===== src/rtl/aclk_pkg.sv =====
// Shared alarm-clock definitions: controller state encoding, idle key code
// and default entry timeout.
package aclk_pkg;

    typedef enum logic [2:0] {
        SHOW_TIME  = 3'd0,
        KEY_STORED = 3'd1,
        KEY_WAITED = 3'd2,
        KEY_ENTRY  = 3'd3,
        SHOW_ALARM = 3'd4
    } aclk_state_e;

    localparam logic [3:0] NOKEY = 4'hA;
    localparam int TIMEOUT_SEC_DEFAULT = 10;

endpackage


===== src/rtl/aclk_timeout_counter.sv =====
// Counts one_second ticks of keypad inactivity and flags the tick that
// completes the timeout window.
module aclk_timeout_counter #(
    parameter int TIMEOUT_SEC = 10
) (
    input  logic clock,
    input  logic reset,
    input  logic clear,
    input  logic enable,
    output logic timeout
);

    localparam int CW = $clog2(TIMEOUT_SEC + 1);
    localparam logic [CW-1:0] LAST = CW'(TIMEOUT_SEC - 1);
    localparam logic [CW-1:0] MAX = CW'(TIMEOUT_SEC);

    logic [CW-1:0] count_q;
    logic [CW-1:0] count_d;

    // Saturates instead of wrapping so a stale count never re-fires.
    always_comb begin
        count_d = count_q;
        if (clear) begin
            count_d = '0;
        end else if (enable && count_q != MAX) begin
            count_d = count_q + 1'b1;
        end
    end

    always_ff @(posedge clock or posedge reset) begin
        if (reset) begin
            count_q <= '0;
        end else begin
            count_q <= count_d;
        end
    end

    assign timeout = enable && (count_q == LAST);

endmodule


===== src/rtl/aclk_controller.sv =====
// Alarm clock sequencer: keypad entry, alarm display and load pulses
// for the alarm and time registers, with an idle timeout.
module aclk_controller #(
    parameter int TIMEOUT_SEC = aclk_pkg::TIMEOUT_SEC_DEFAULT,
    parameter logic [3:0] NOKEY = aclk_pkg::NOKEY
) (
    input  logic       clock,
    input  logic       reset,
    input  logic       one_second,
    input  logic [3:0] key,
    input  logic       alarm_button,
    input  logic       time_button,
    output logic       show_alarm,
    output logic       show_new_time,
    output logic       shift,
    output logic       load_new_a,
    output logic       load_new_c,
    output logic       reset_count
);

    import aclk_pkg::*;

    aclk_state_e state_q, state_d;
    logic show_alarm_q, show_alarm_d;
    logic show_new_time_q, show_new_time_d;
    logic shift_q, shift_d;
    logic load_new_a_q, load_new_a_d;
    logic load_new_c_q, load_new_c_d;

    logic key_idle;
    logic in_entry;
    logic tmo_clear;
    logic tmo_enable;
    logic timeout;

    assign key_idle = (key == NOKEY);
    assign in_entry = (state_q == KEY_WAITED) || (state_q == KEY_ENTRY);
    assign tmo_enable = one_second && in_entry;
    assign tmo_clear = !in_entry || (state_d == KEY_STORED);

    aclk_timeout_counter #(
        .TIMEOUT_SEC(TIMEOUT_SEC)
    ) u_timeout (
        .clock  (clock),
        .reset  (reset),
        .clear  (tmo_clear),
        .enable (tmo_enable),
        .timeout(timeout)
    );

    always_comb begin
        state_d = state_q;
        load_new_a_d = 1'b0;
        load_new_c_d = 1'b0;
        case (state_q)
            SHOW_TIME: begin
                if (alarm_button) begin
                    state_d = SHOW_ALARM;
                end else if (!key_idle) begin
                    state_d = KEY_STORED;
                end
            end
            SHOW_ALARM: begin
                if (!alarm_button) begin
                    state_d = SHOW_TIME;
                end
            end
            KEY_STORED: state_d = KEY_WAITED;
            KEY_WAITED: begin
                if (key_idle) begin
                    state_d = KEY_ENTRY;
                end else if (timeout) begin
                    state_d = SHOW_TIME;
                end
            end
            KEY_ENTRY: begin
                if (alarm_button) begin
                    state_d = SHOW_TIME;
                    load_new_a_d = 1'b1;
                end else if (time_button) begin
                    state_d = SHOW_TIME;
                    load_new_c_d = 1'b1;
                end else if (!key_idle) begin
                    state_d = KEY_STORED;
                end else if (timeout) begin
                    state_d = SHOW_TIME;
                end
            end
            default: state_d = SHOW_TIME;
        endcase
        show_alarm_d = (state_d == SHOW_ALARM);
        show_new_time_d = (state_d == KEY_STORED) ||
                          (state_d == KEY_WAITED) ||
                          (state_d == KEY_ENTRY);
        shift_d = (state_d == KEY_STORED);
    end

    always_ff @(posedge clock or posedge reset) begin
        if (reset) begin
            state_q <= SHOW_TIME;
            show_alarm_q <= 1'b0;
            show_new_time_q <= 1'b0;
            shift_q <= 1'b0;
            load_new_a_q <= 1'b0;
            load_new_c_q <= 1'b0;
        end else begin
            state_q <= state_d;
            show_alarm_q <= show_alarm_d;
            show_new_time_q <= show_new_time_d;
            shift_q <= shift_d;
            load_new_a_q <= load_new_a_d;
            load_new_c_q <= load_new_c_d;
        end
    end

    assign show_alarm = show_alarm_q;
    assign show_new_time = show_new_time_q;
    assign shift = shift_q;
    assign load_new_a = load_new_a_q;
    assign load_new_c = load_new_c_q;
    assign reset_count = load_new_c_q;

endmodule


===== config.mk =====
export PLATFORM = sky130hd
export DESIGN_NAME = aclk_controller
export DESIGN_NICKNAME = d
export VERILOG_FILES = /design/src/rtl/aclk_pkg.sv /design/src/rtl/aclk_timeout_counter.sv /design/src/rtl/aclk_controller.sv
export SDC_FILE = /design/constraint.sdc
export NUM_CORES = 1
export LEC_CHECK = 0
export CORE_AREA = 2 2 39 41
export DETAILED_ROUTE_END_ITERATION = 10
export DIE_AREA = 0 0 41 43
export GPL_ROUTABILITY_DRIVEN = 0
export GPL_TIMING_DRIVEN = 0
export PLACE_DENSITY = 0.72
export SLEW_MARGIN = 10
export SYNTH_ARGS = -nofsm -noshare
export SYNTH_HDL_FRONTEND = slang
export SYNTH_SLANG_ARGS = --single-unit

===== constraint.sdc =====
create_clock -name clock -period 2.25 [get_ports clock]
set_input_delay 0.3375 -clock clock [delete_from_list [all_inputs] [get_ports clock]]
set_output_delay 0.3375 -clock clock [all_outputs]
set_load 0.1 [all_outputs]

After elaboration in Yosys (flattened, before gate mapping)
Index checks and enable logic that the tools add are counted.
{"block": "word_totals", "reg_bits": 12, "latchBits": 0, "ram_bits": 0, "rom_bits": 0, "mem_count": 0}
{"block": "classes", "add_sub_neg": 1, "n_mul": 0, "div_mod_pow": 0, "magnitude_cmp": 0, "eq_ne": 11, "n_shift": 0, "n_mux": 16, "bitwise_logic": 0, "n_reduce_logical": 10}
{"cell": "3-bit 2-to-1 mux", "n": 8}
{"cell": "3-bit one-hot mux with 5 select lines", "n": 1}
{"cell": "3-bit by 2-bit equality test with 1-bit output (second input constant)", "n": 4}
{"cell": "4-bit equality test (second input constant)", "n": 2}
{"cell": "4-bit 2-to-1 mux", "n": 2}
{"cell": "3-bit by 1-bit equality test with 1-bit output (second input constant)", "n": 2}
{"cell": "3-bit equality test (second input constant)", "n": 2}
{"cell": "1-bit 2-to-1 mux", "n": 5}
{"cell": "4-bit by 1-bit adder with 4-bit output (second input constant)", "n": 1}
{"cell": "1-bit logical OR", "n": 4}
{"cell": "4-bit inequality test (second input constant)", "n": 1}
{"cell": "1-bit logical AND", "n": 3}
{"cell": "3-bit logical NOT", "n": 1}
{"cell": "2-bit nonzero test", "n": 1}
{"cell": "1-bit logical NOT", "n": 1}

Longest topological paths before layout
Gate-level depths: netlist (run 1).
{"block": "depth", "depth_word": 12, "depth_mapped": 6, "depth_no_buf": 6}

Cells and area by module
From an unflattened synthesis (run 1), not the netlist that was laid out.
{"block": "unflattened", "hier_cells": 64, "area_unflattened_um2": 683.2}
{"module": "aclk_controller", "n_inst": 1, "cells_each": 38, "area_per_inst_um2": 416.6, "seq_area_each_um2": 200.2}
{"module": "aclk_timeout_counter", "n_inst": 1, "cells_each": 26, "area_per_inst_um2": 266.5, "seq_area_each_um2": 100.1}

Least setup slack after synthesis (run 1)
OpenSTA, ideal clock, no wires.
{"block": "synth_path", "path_kind": "register to output", "startpoint": "register load_new_c_q (netlist: load_new_c)", "endpoint": "output reset_count", "arrival_ns": 1.324, "required_ns": 1.913, "slack_ns": 0.589, "path_stages_with_launch": 2, "path_cell_list": "dfrtp_1 -> buf_4"}
{"item": "from (decl)", "line": "aclk_controller.sv:28", "source": "logic load_new_c_q, load_new_c_d;"}
{"item": "from (signal assigned)", "line": "aclk_controller.sv:112", "source": "load_new_c_q <= load_new_c_d;"}
{"item": "to (decl)", "line": "aclk_controller.sv:18", "source": "output logic reset_count"}
No word-level cell between the ends.

Worst setup path in the final report (run 1)
{"block": "layout_path", "startpoint": "register load_new_c_q (netlist: load_new_c)", "endpoint": "output reset_count"}
No word-level cell between the ends.

==> results of run 1 <==
## kinds of logic after synthesis
kind of cell	share of synthesized area (%)
AOI/OAI and AO/OA	9.11
DFF	52.1
xor gates and xnor gates	4.56
buffers and inverters	3.25
and+or+nand+nor	24.5
adders and majority gates	6.51
## power breakdown
group / total, mW / internal [mW] / switching [mW]
logic: 0.378 / 0.108 / 0.270
clock network: 0.128 / 0.0619 / 0.0662
registers: 0.298 / 0.264 / 0.0339
## registers in the layout (all words and copies together) (netlist names)
name               count
load_new_a             1
show_alarm             1
show_new_time          1
state_q                3
load_new_c             1
u_timeout.count_q      4
shift                  1
## final cells by class
class,count,area [µm²]
Timing Repair Buffer,14,140
Sequential cell,12,300
Inverter,3,11.3
Multi-Input combinational cell,36,258
Buffer,1,7.51
Fill cell,128,624
Clock buffer,3,22.5
Tap cell,16,20.0
## critical path: stages, from the launching register on
cell                              delay (ps)
sky130_fd_sc_hd__dfrtp_1                 340
sky130_fd_sc_hd__buf_4                   100
sky130_fd_sc_hd__clkdlybuf4s50_1        1110
## routing by layer
layer,global-route usage (%),up-vias,part of all wire (%)
met5,0,-,0
met4,8.00,0,1.7
met2,17.2,16,42
met3,6.28,3,6.2
li1,-,215,-
met1,22.1,199,50
## stage by stage
stage	utilization (%)	hold WS, ps
floorplan	-	202
CTS	54.9	383
global route	54.9	405
finish	54.9	370
detailed placement	53.3	471
global placement	53.3	477
## final timing paths
check / start / slack [ps] / to / depth (start not counted)
worst max-delay path: load_new_c / 90 / reset_count / 2
worst min-delay path: reset / 370 / show_new_time / 2
worst max register to register: u_timeout.count_q[1] / 780 / show_new_time / 6
worst min register to register: state_q[2] / 490 / state_q[1] / 1
max in group asynchronous: reset / 1570 / load_new_a / 2
min in group clock: state_q[2] / 490 / state_q[1] / 1
## cell usage in the layout (no fill, tap or decap), types with 3 or more instances in the layout
cell type                          n
sky130_fd_sc_hd__inv_1             3
sky130_fd_sc_hd__ha_1              3
sky130_fd_sc_hd__clkdlybuf4s50_1  14
sky130_fd_sc_hd__clkbuf_4          3
sky130_fd_sc_hd__nor2_1            8
sky130_fd_sc_hd__dfrtp_1          12
==> flow_summary.yaml, run 1 <==
grt:
  wire_length_of_the_first_global_routing_pass_um: 1680
  total_grt_overflow: 0
  grt_total_usage_pct: 14.7
  pin_count_of_the_biggest_net_entering_global_routing: 13
  antenna_found_initial: 0
  via_count_of_the_first_global_routing_pass: 389
timing:
  max_freq_ghz: 0.462
  setup_total_negative_slack_ps: 0
  final-setup-viol-count: 0
  finalClockSkew_ps: 4.26
  final_min_period_over_clock_period_pct: 96.1
  setup_slack_ps: 86.8
  worst_relative_slew_slack_pct: 35.7
  rsz0062_at_grt: "false"
  min_period_ps: 2160
  hold_viol: 0
  worst_pin_slew_ps: 962
  drv_slew: 0
clocking:
  clock_sinks: 12
  clock_path_buffers: 2
  insertion_delay_to_the_later_sink_of_the_worst_skew_pair_ps: 270
  cts_hold_buf: 0
  clk_pin_slew_worst_paths_ps: 70
  h-tree-depth: 1
  cts_made_buffers: 3
  post-cts-setup-buffers: 0
  clock_tree.root_cell: "sky130_fd_sc_hd__clkbuf_4"
  tritoncts: "done"
  postCtsResizedCells: 0
synth:
  mappedNetlistArea_um2: 577
  synth_edf_count: 0
  netlist.top_cell.by_area: "sky130_fd_sc_hd__dfrtp_1"
  synth-warning-count: 0
  post-synth-top-count-cell: "sky130_fd_sc_hd__dfrtp_1"
  postSynthCellCount: 52
  synth.distinct_cells: 24
  ys_async_sr_fraction_pct: 100
  yosys.area.top_type_share_pct: 52.1
  synth_sequential_area_ratio_pct: 52.1
  synth.area.top_cells: "sky130_fd_sc_hd__dfrtp_1 (52%), sky130_fd_sc_hd__ha_1 (6.5%), sky130_fd_sc_hd__nor2_1 (5.2%)"
  synthesis.area_per_instance_um2: 11.1
  synthesis.nets: 64
  yosys-top-cells-count: "sky130_fd_sc_hd__dfrtp_1 (12), sky130_fd_sc_hd__nor2_1 (8), sky130_fd_sc_hd__ha_1 (3), sky130_fd_sc_hd__inv_1 (3)"
  yosys_most_used_dff: "sky130_fd_sc_hd__dfrtp_1"
  ys_seq_elements: 12
power:
  worst_ir_drop_vdd_mv: 0.545
  power_density_mw_per_mm2: 1060
  power_leakage_nw: 0.339
  p_total_mw: 0.804
worst_setup_path:
  timing.setup.critical_path_class: "flop to output port"
  critical_path_required_ps: 1910
  critPathCaptureType: "output port"
  cp-start-kind: "flop"
  critical_path_peak_fanout: 2
  critical_path_at_ps: 1830
placed_design:
  dp.cells: 82
  detailedPlace.worstSlack_ps: 374
  placed_cell_areas_um2: 737
  dpl.hpwl_um: 732
  io_buffers: 14
detailed_routing:
  detail_route.wl_per_cell_um: 11.6
  drt-total-wl_um: 988
  drcViolationCount: 0
  detail_route.vias_per_cell: 5.09
  dr_total_vias: 433
  route.antenna.remaining_nets: 0
  dr.first_iter.drc_count: 8
  drt_first_pass_iters: 4
floorplanning:
  die-width_um: 41
  rows: 14
  start_util_pct: 41.7
  coreArea_mm2: 0.00138
  die-height_um: 43
  die_footprint_mm2: 0.00176
  ios: 15
layout:
  insertedDiodeCount: 0
  layout.cell_area.non_filler_um2: 759
  layout.nets: 83
  drive_gt1_share_pct: 8.70
  area_growth_pct: 31.7
  layout.cells.non_filler: 85
status:
  status: "finished, final reports clean"
run:
  timing.max_cap.violations: 0
worst_hold_path:
  hold_path_class: "primary input to asynchronous set/reset pin"
Power figures use the tool's default switching activity.
==> inputs of run 2 (changes only) <==
==> constraint.sdc (replaced) <==
create_clock -name clock -period 2.25 [get_ports clock]
set_input_delay 0.675 -clock clock [delete_from_list [all_inputs] [get_ports clock]]
set_output_delay 0.675 -clock clock [all_outputs]
set_load 0.1 [all_outputs]
==> flow_summary.yaml, run 2 (same netlist as run 1, synthesis figures left out) <==
worst_setup_path:
  rr_endpoint: "show_new_time"
  largest_incremental_delay_on_the_critical_path_ps: 850
  register_to_register_path_depth: 6
  cp_cell_sequence: "dlygate4sd2_1"
  critical_path_peak_fanout: 2
  regToRegStartpoint: "u_timeout.count_q[1]"
  critical_path.n_buffers_inverters: 1
  critical_path.top_delay_family: "buffers and inverters"
  worst_path_max_delay_cell: "sky130_fd_sc_hd__dlygate4sd2_1"
  critical_path_at_ps: 1460
  critical_path_required_ps: 1570
  timing.setup.critical_path_class: "flop to output port"
  cp-start-kind: "flop"
  ff2ff_setup_slack_ps: 780
  critPathCaptureType: "output port"
clocking:
  post-cts-setup-buffers: 0
  cts_hold_buf: 0
  clock_sinks: 12
  h-tree-depth: 1
  clock_tree.root_cell: "sky130_fd_sc_hd__clkbuf_4"
  tritoncts: "done"
  clock_path_buffers: 2
  cts_made_buffers: 3
  insertion_delay_to_the_later_sink_of_the_worst_skew_pair_ps: 270
  clk_pin_slew_worst_paths_ps: 70
layout:
  reg_top3: "u_timeout.count_q: 4 flops, state_q: 3 flops"
  insertedDiodeCount: 0
  drive_gt1_share_pct: 10.1
  layout_commonest_cell: "sky130_fd_sc_hd__dfrtp_1"
  layout.cells.non_filler: 85
  final_cell_mix: "sky130_fd_sc_hd__dfrtp_1 (12), sky130_fd_sc_hd__nor2_1 (8), sky130_fd_sc_hd__clkdlybuf4s50_1 (8)"
  layout.nets: 83
  max_reg_flops: 4
  largest_reg_by_ff_count: "u_timeout.count_q"
  area_growth_pct: 29.7
detailed_routing:
  detail_route.wl_per_cell_um: 11.7
  dr_total_vias: 431
  route.antenna.remaining_nets: 0
  detail_route.vias_per_cell: 5.07
  dr.first_iter.drc_count: 8
  drt-total-wl_um: 994
  drcViolationCount: 0
  drt_first_pass_iters: 4
grt:
  pin_count_of_the_biggest_net_entering_global_routing: 13
  via_count_of_the_first_global_routing_pass: 389
  grt_total_usage_pct: 14.7
  total_grt_overflow: 0
  wire_length_of_the_first_global_routing_pass_um: 1680
  antenna_found_initial: 0
timing:
  hold_viol: 0
  drv_slew: 0
  rsz0062_at_grt: "false"
  worst_relative_slew_slack_pct: 36.9
  setup_total_negative_slack_ps: 0
  min_period_ps: 2140
  max_freq_ghz: 0.468
  finalClockSkew_ps: 4.26
  worst_pin_slew_ps: 951
  final-setup-viol-count: 0
  final_min_period_over_clock_period_pct: 94.9
power:
  worst_ir_drop_vdd_mv: 0.527
  power_density_mw_per_mm2: 1050
  power_leakage_nw: 0.358
placed_design:
  io_buffers: 14
  dp.cells: 82
  dpl.hpwl_um: 732
floorplanning:
  coreArea_mm2: 0.00138
  die-height_um: 43
  rows: 14
  die-width_um: 41
  die_footprint_mm2: 0.00176
  start_util_pct: 41.7
  ios: 15
worst_hold_path:
  hold_path_class: "flop to flop"
  number_of_instances_on_the_worst_hold_path: 1
  worst_hold_startpoint: "state_q[2]"
  hold_end: "state_q[1]"
status:
  status: "finished, final reports clean"
run:
  timing.max_cap.violations: 0
-- run 2: where the power goes --
group	switching [mW]	total [mW]	internal, mW
combinational	0.270	0.361	0.0906
clock	0.0662	0.128	0.0619
sequential	0.0329	0.297	0.264
total	0.370	0.786	0.416
-- run 2: cell type report --
class | instances | area (µm²)
fill | 134 | 636
multi-input combinational | 36 | 258
clock buffer | 3 | 22.5
buffer | 1 | 7.51
timing repair buffer | 14 | 129
sequential | 12 | 300
tap | 16 | 20.0
inverter | 3 | 11.3
-- run 2: through the flow --
stage | hold slack, ps | total power, mW | instance area, µm² | worst slack [ps] | util, %
after floorplan | 446 | 0.583 | 577 | 251 | -
after global placement | 477 | 0.673 | 737 | 47.1 | 53.3
after detailed placement | 471 | 0.678 | 737 | 36.7 | 53.3
after CTS | 479 | 0.787 | 752 | 22.2 | 54.3
after global routing | 523 | 0.831 | 748 | 45.4 | 54.1
final | 491 | 0.786 | 748 | 114 | 54.1
-- run 2: how the worst max path moves through the flow --
stage / start / to / slack (ps) / depth (start not counted)
after global routing: load_new_c / load_new_c / 50 / 1
final: load_new_c / load_new_c / 110 / 1
after global placement: load_new_c / reset_count / 50 / 2
after detailed placement: load_new_c / reset_count / 40 / 2
after CTS: load_new_c / reset_count / 20 / 2
after floorplan: load_new_c / reset_count / 250 / 1
-- run 2: layer usage --
metal  part of all wire (%)  up-vias  GRT usage (%)
met3                    6.2        3           6.28
met5                      0        -              0
met2                     42       16           17.2
met4                    1.7        0           8.00
li1                       -      215              -
met1                     50      197           22.1
-- run 2: repair_timing --
| action | in CTS | in global routing |
|---|---|---|
| cloned | 0 | 0 |
| setup endpoints to repair | 6 | 1 |
| pin swaps | 0 | 0 |
| resized for setup | 6 | 2 |
==> inputs of run 3 (changes only) <==
- clock period: 2.25 -> 2.7 ns (I/O delays scaled with it)
==> flow_summary.yaml, run 3 (same netlist as run 1, synthesis figures left out) <==
status:
  status: "finished, final reports clean"
worst_setup_path:
  largest_incremental_delay_on_the_critical_path_ps: 1130
  critPathCaptureType: "output port"
  critical_path_peak_fanout: 2
  critical_path.top_delay_family: "buffers and inverters"
  critical_path.n_buffers_inverters: 1
  worst_path_max_delay_cell: "sky130_fd_sc_hd__clkdlybuf4s50_1"
  cp_cell_sequence: "clkdlybuf4s50_1"
  timing.setup.critical_path_class: "flop to output port"
  critical_path_required_ps: 1890
  critical_path_at_ps: 1740
  cp-start-kind: "flop"
clocking:
  clk_pin_slew_worst_paths_ps: 70
  postCtsResizedCells: 0
  cts_made_buffers: 3
  post-cts-setup-buffers: 0
  clock_tree.root_cell: "sky130_fd_sc_hd__clkbuf_4"
  clock_path_buffers: 2
  clock_sinks: 12
  h-tree-depth: 1
  tritoncts: "done"
  cts_hold_buf: 0
  insertion_delay_to_the_later_sink_of_the_worst_skew_pair_ps: 270
detailed_routing:
  detail_route.vias_per_cell: 5.07
  route.antenna.remaining_nets: 0
  drt_first_pass_iters: 4
  drt-total-wl_um: 994
  detail_route.wl_per_cell_um: 11.7
  dr_total_vias: 431
  dr.first_iter.drc_count: 8
  drcViolationCount: 0
timing:
  final-setup-viol-count: 0
  hold_viol: 0
  worst_pin_slew_ps: 962
  finalClockSkew_ps: 4.26
  setup_total_negative_slack_ps: 0
  setup_slack_ps: 148
  final_min_period_over_clock_period_pct: 94.5
  rsz0062_at_grt: "false"
  max_freq_ghz: 0.392
  min_period_ps: 2550
  drv_slew: 0
  worst_relative_slew_slack_pct: 35.7
  hold-worst-slack_ps: 491
grt:
  grt_total_usage_pct: 14.7
  pin_count_of_the_biggest_net_entering_global_routing: 13
  antenna_found_initial: 0
  via_count_of_the_first_global_routing_pass: 389
  wire_length_of_the_first_global_routing_pass_um: 1680
  total_grt_overflow: 0
power:
  power_leakage_nw: 0.358
  p_total_mw: 0.670
  worst_ir_drop_vdd_mv: 0.454
  power_density_mw_per_mm2: 880
placed_design:
  dpl.hpwl_um: 732
  dp.cells: 82
  io_buffers: 14
  placed_cell_areas_um2: 737
  detailedPlace.worstSlack_ps: 352
layout:
  post-route-util_pct: 55.1
  drive_gt1_share_pct: 8.70
  max_reg_flops: 4
  layout_commonest_cell: "sky130_fd_sc_hd__clkdlybuf4s50_1"
  insertedDiodeCount: 0
  largest_reg_by_ff_count: "u_timeout.count_q"
  area_growth_pct: 32.1
  final_cell_mix: "sky130_fd_sc_hd__clkdlybuf4s50_1 (13), sky130_fd_sc_hd__dfrtp_1 (12), sky130_fd_sc_hd__nor2_1 (8)"
  layout.nets: 83
  layout.cells.non_filler: 85
  reg_top3: "u_timeout.count_q: 4 flops, state_q: 3 flops"
  layout.cell_area.non_filler_um2: 762
worst_hold_path:
  hold_path_class: "flop to flop"
floorplanning:
  ios: 15
  die_footprint_mm2: 0.00176
  rows: 14
  die-width_um: 41
  coreArea_mm2: 0.00138
  start_util_pct: 41.7
  die-height_um: 43
run:
  timing.max_cap.violations: 0
[run 3: changes by cell type in the layout (fill, tap and decap cells not counted)]
| cell | before | now |
|---|---|---|
| sky130_fd_sc_hd__clkdlybuf4s50_1 | 8 | 13 |
| sky130_fd_sc_hd__dlygate4sd2_1 | 5 | 0 |
| sky130_fd_sc_hd__clkbuf_2 | 1 | 0 |
| sky130_fd_sc_hd__dlymetal6s2s_1 | 0 | 1 |
[run 3: final timing paths]
kind / from / end / slack [ps] / cells past startpoint
max: load_new_c / load_new_c / 150 / 1
min: state_q[2] / state_q[1] / 490 / 1
max reg2reg: u_timeout.count_q[1] / show_new_time / 1230 / 6
min reg2reg: state_q[2] / state_q[1] / 490 / 1
max in group asynchronous: reset / load_new_a / 1550 / 2
min in group asynchronous: reset / show_new_time / 840 / 2
[run 3: per-layer routing]
metal / up-vias / routed length [µm] / track usage (%)
li1: 215 / - / -
met4: 0 / 17 / 8.00
met3: 3 / 61 / 6.28
met1: 197 / 501 / 22.1
met2: 16 / 413 / 17.2
met5: - / 0 / 0
[run 3: final cells by class]
cell class / count / area [µm²]
Clock buffer: 3 / 22.5
Sequential cell: 12 / 300
Fill cell: 127 / 622
Multi-Input combinational cell: 36 / 258
Tap cell: 16 / 20.0
Inverter: 3 / 11.3
Timing Repair Buffer: 14 / 143
Buffer: 1 / 7.51
[run 3: where the power goes]
part	leakage [nW]	internal [mW]	switching, mW
clock	0.0138	0.0516	0.0552
combinational	0.184	0.0900	0.225
sequential	0.160	0.220	0.0282
total	0.358	0.361	0.309
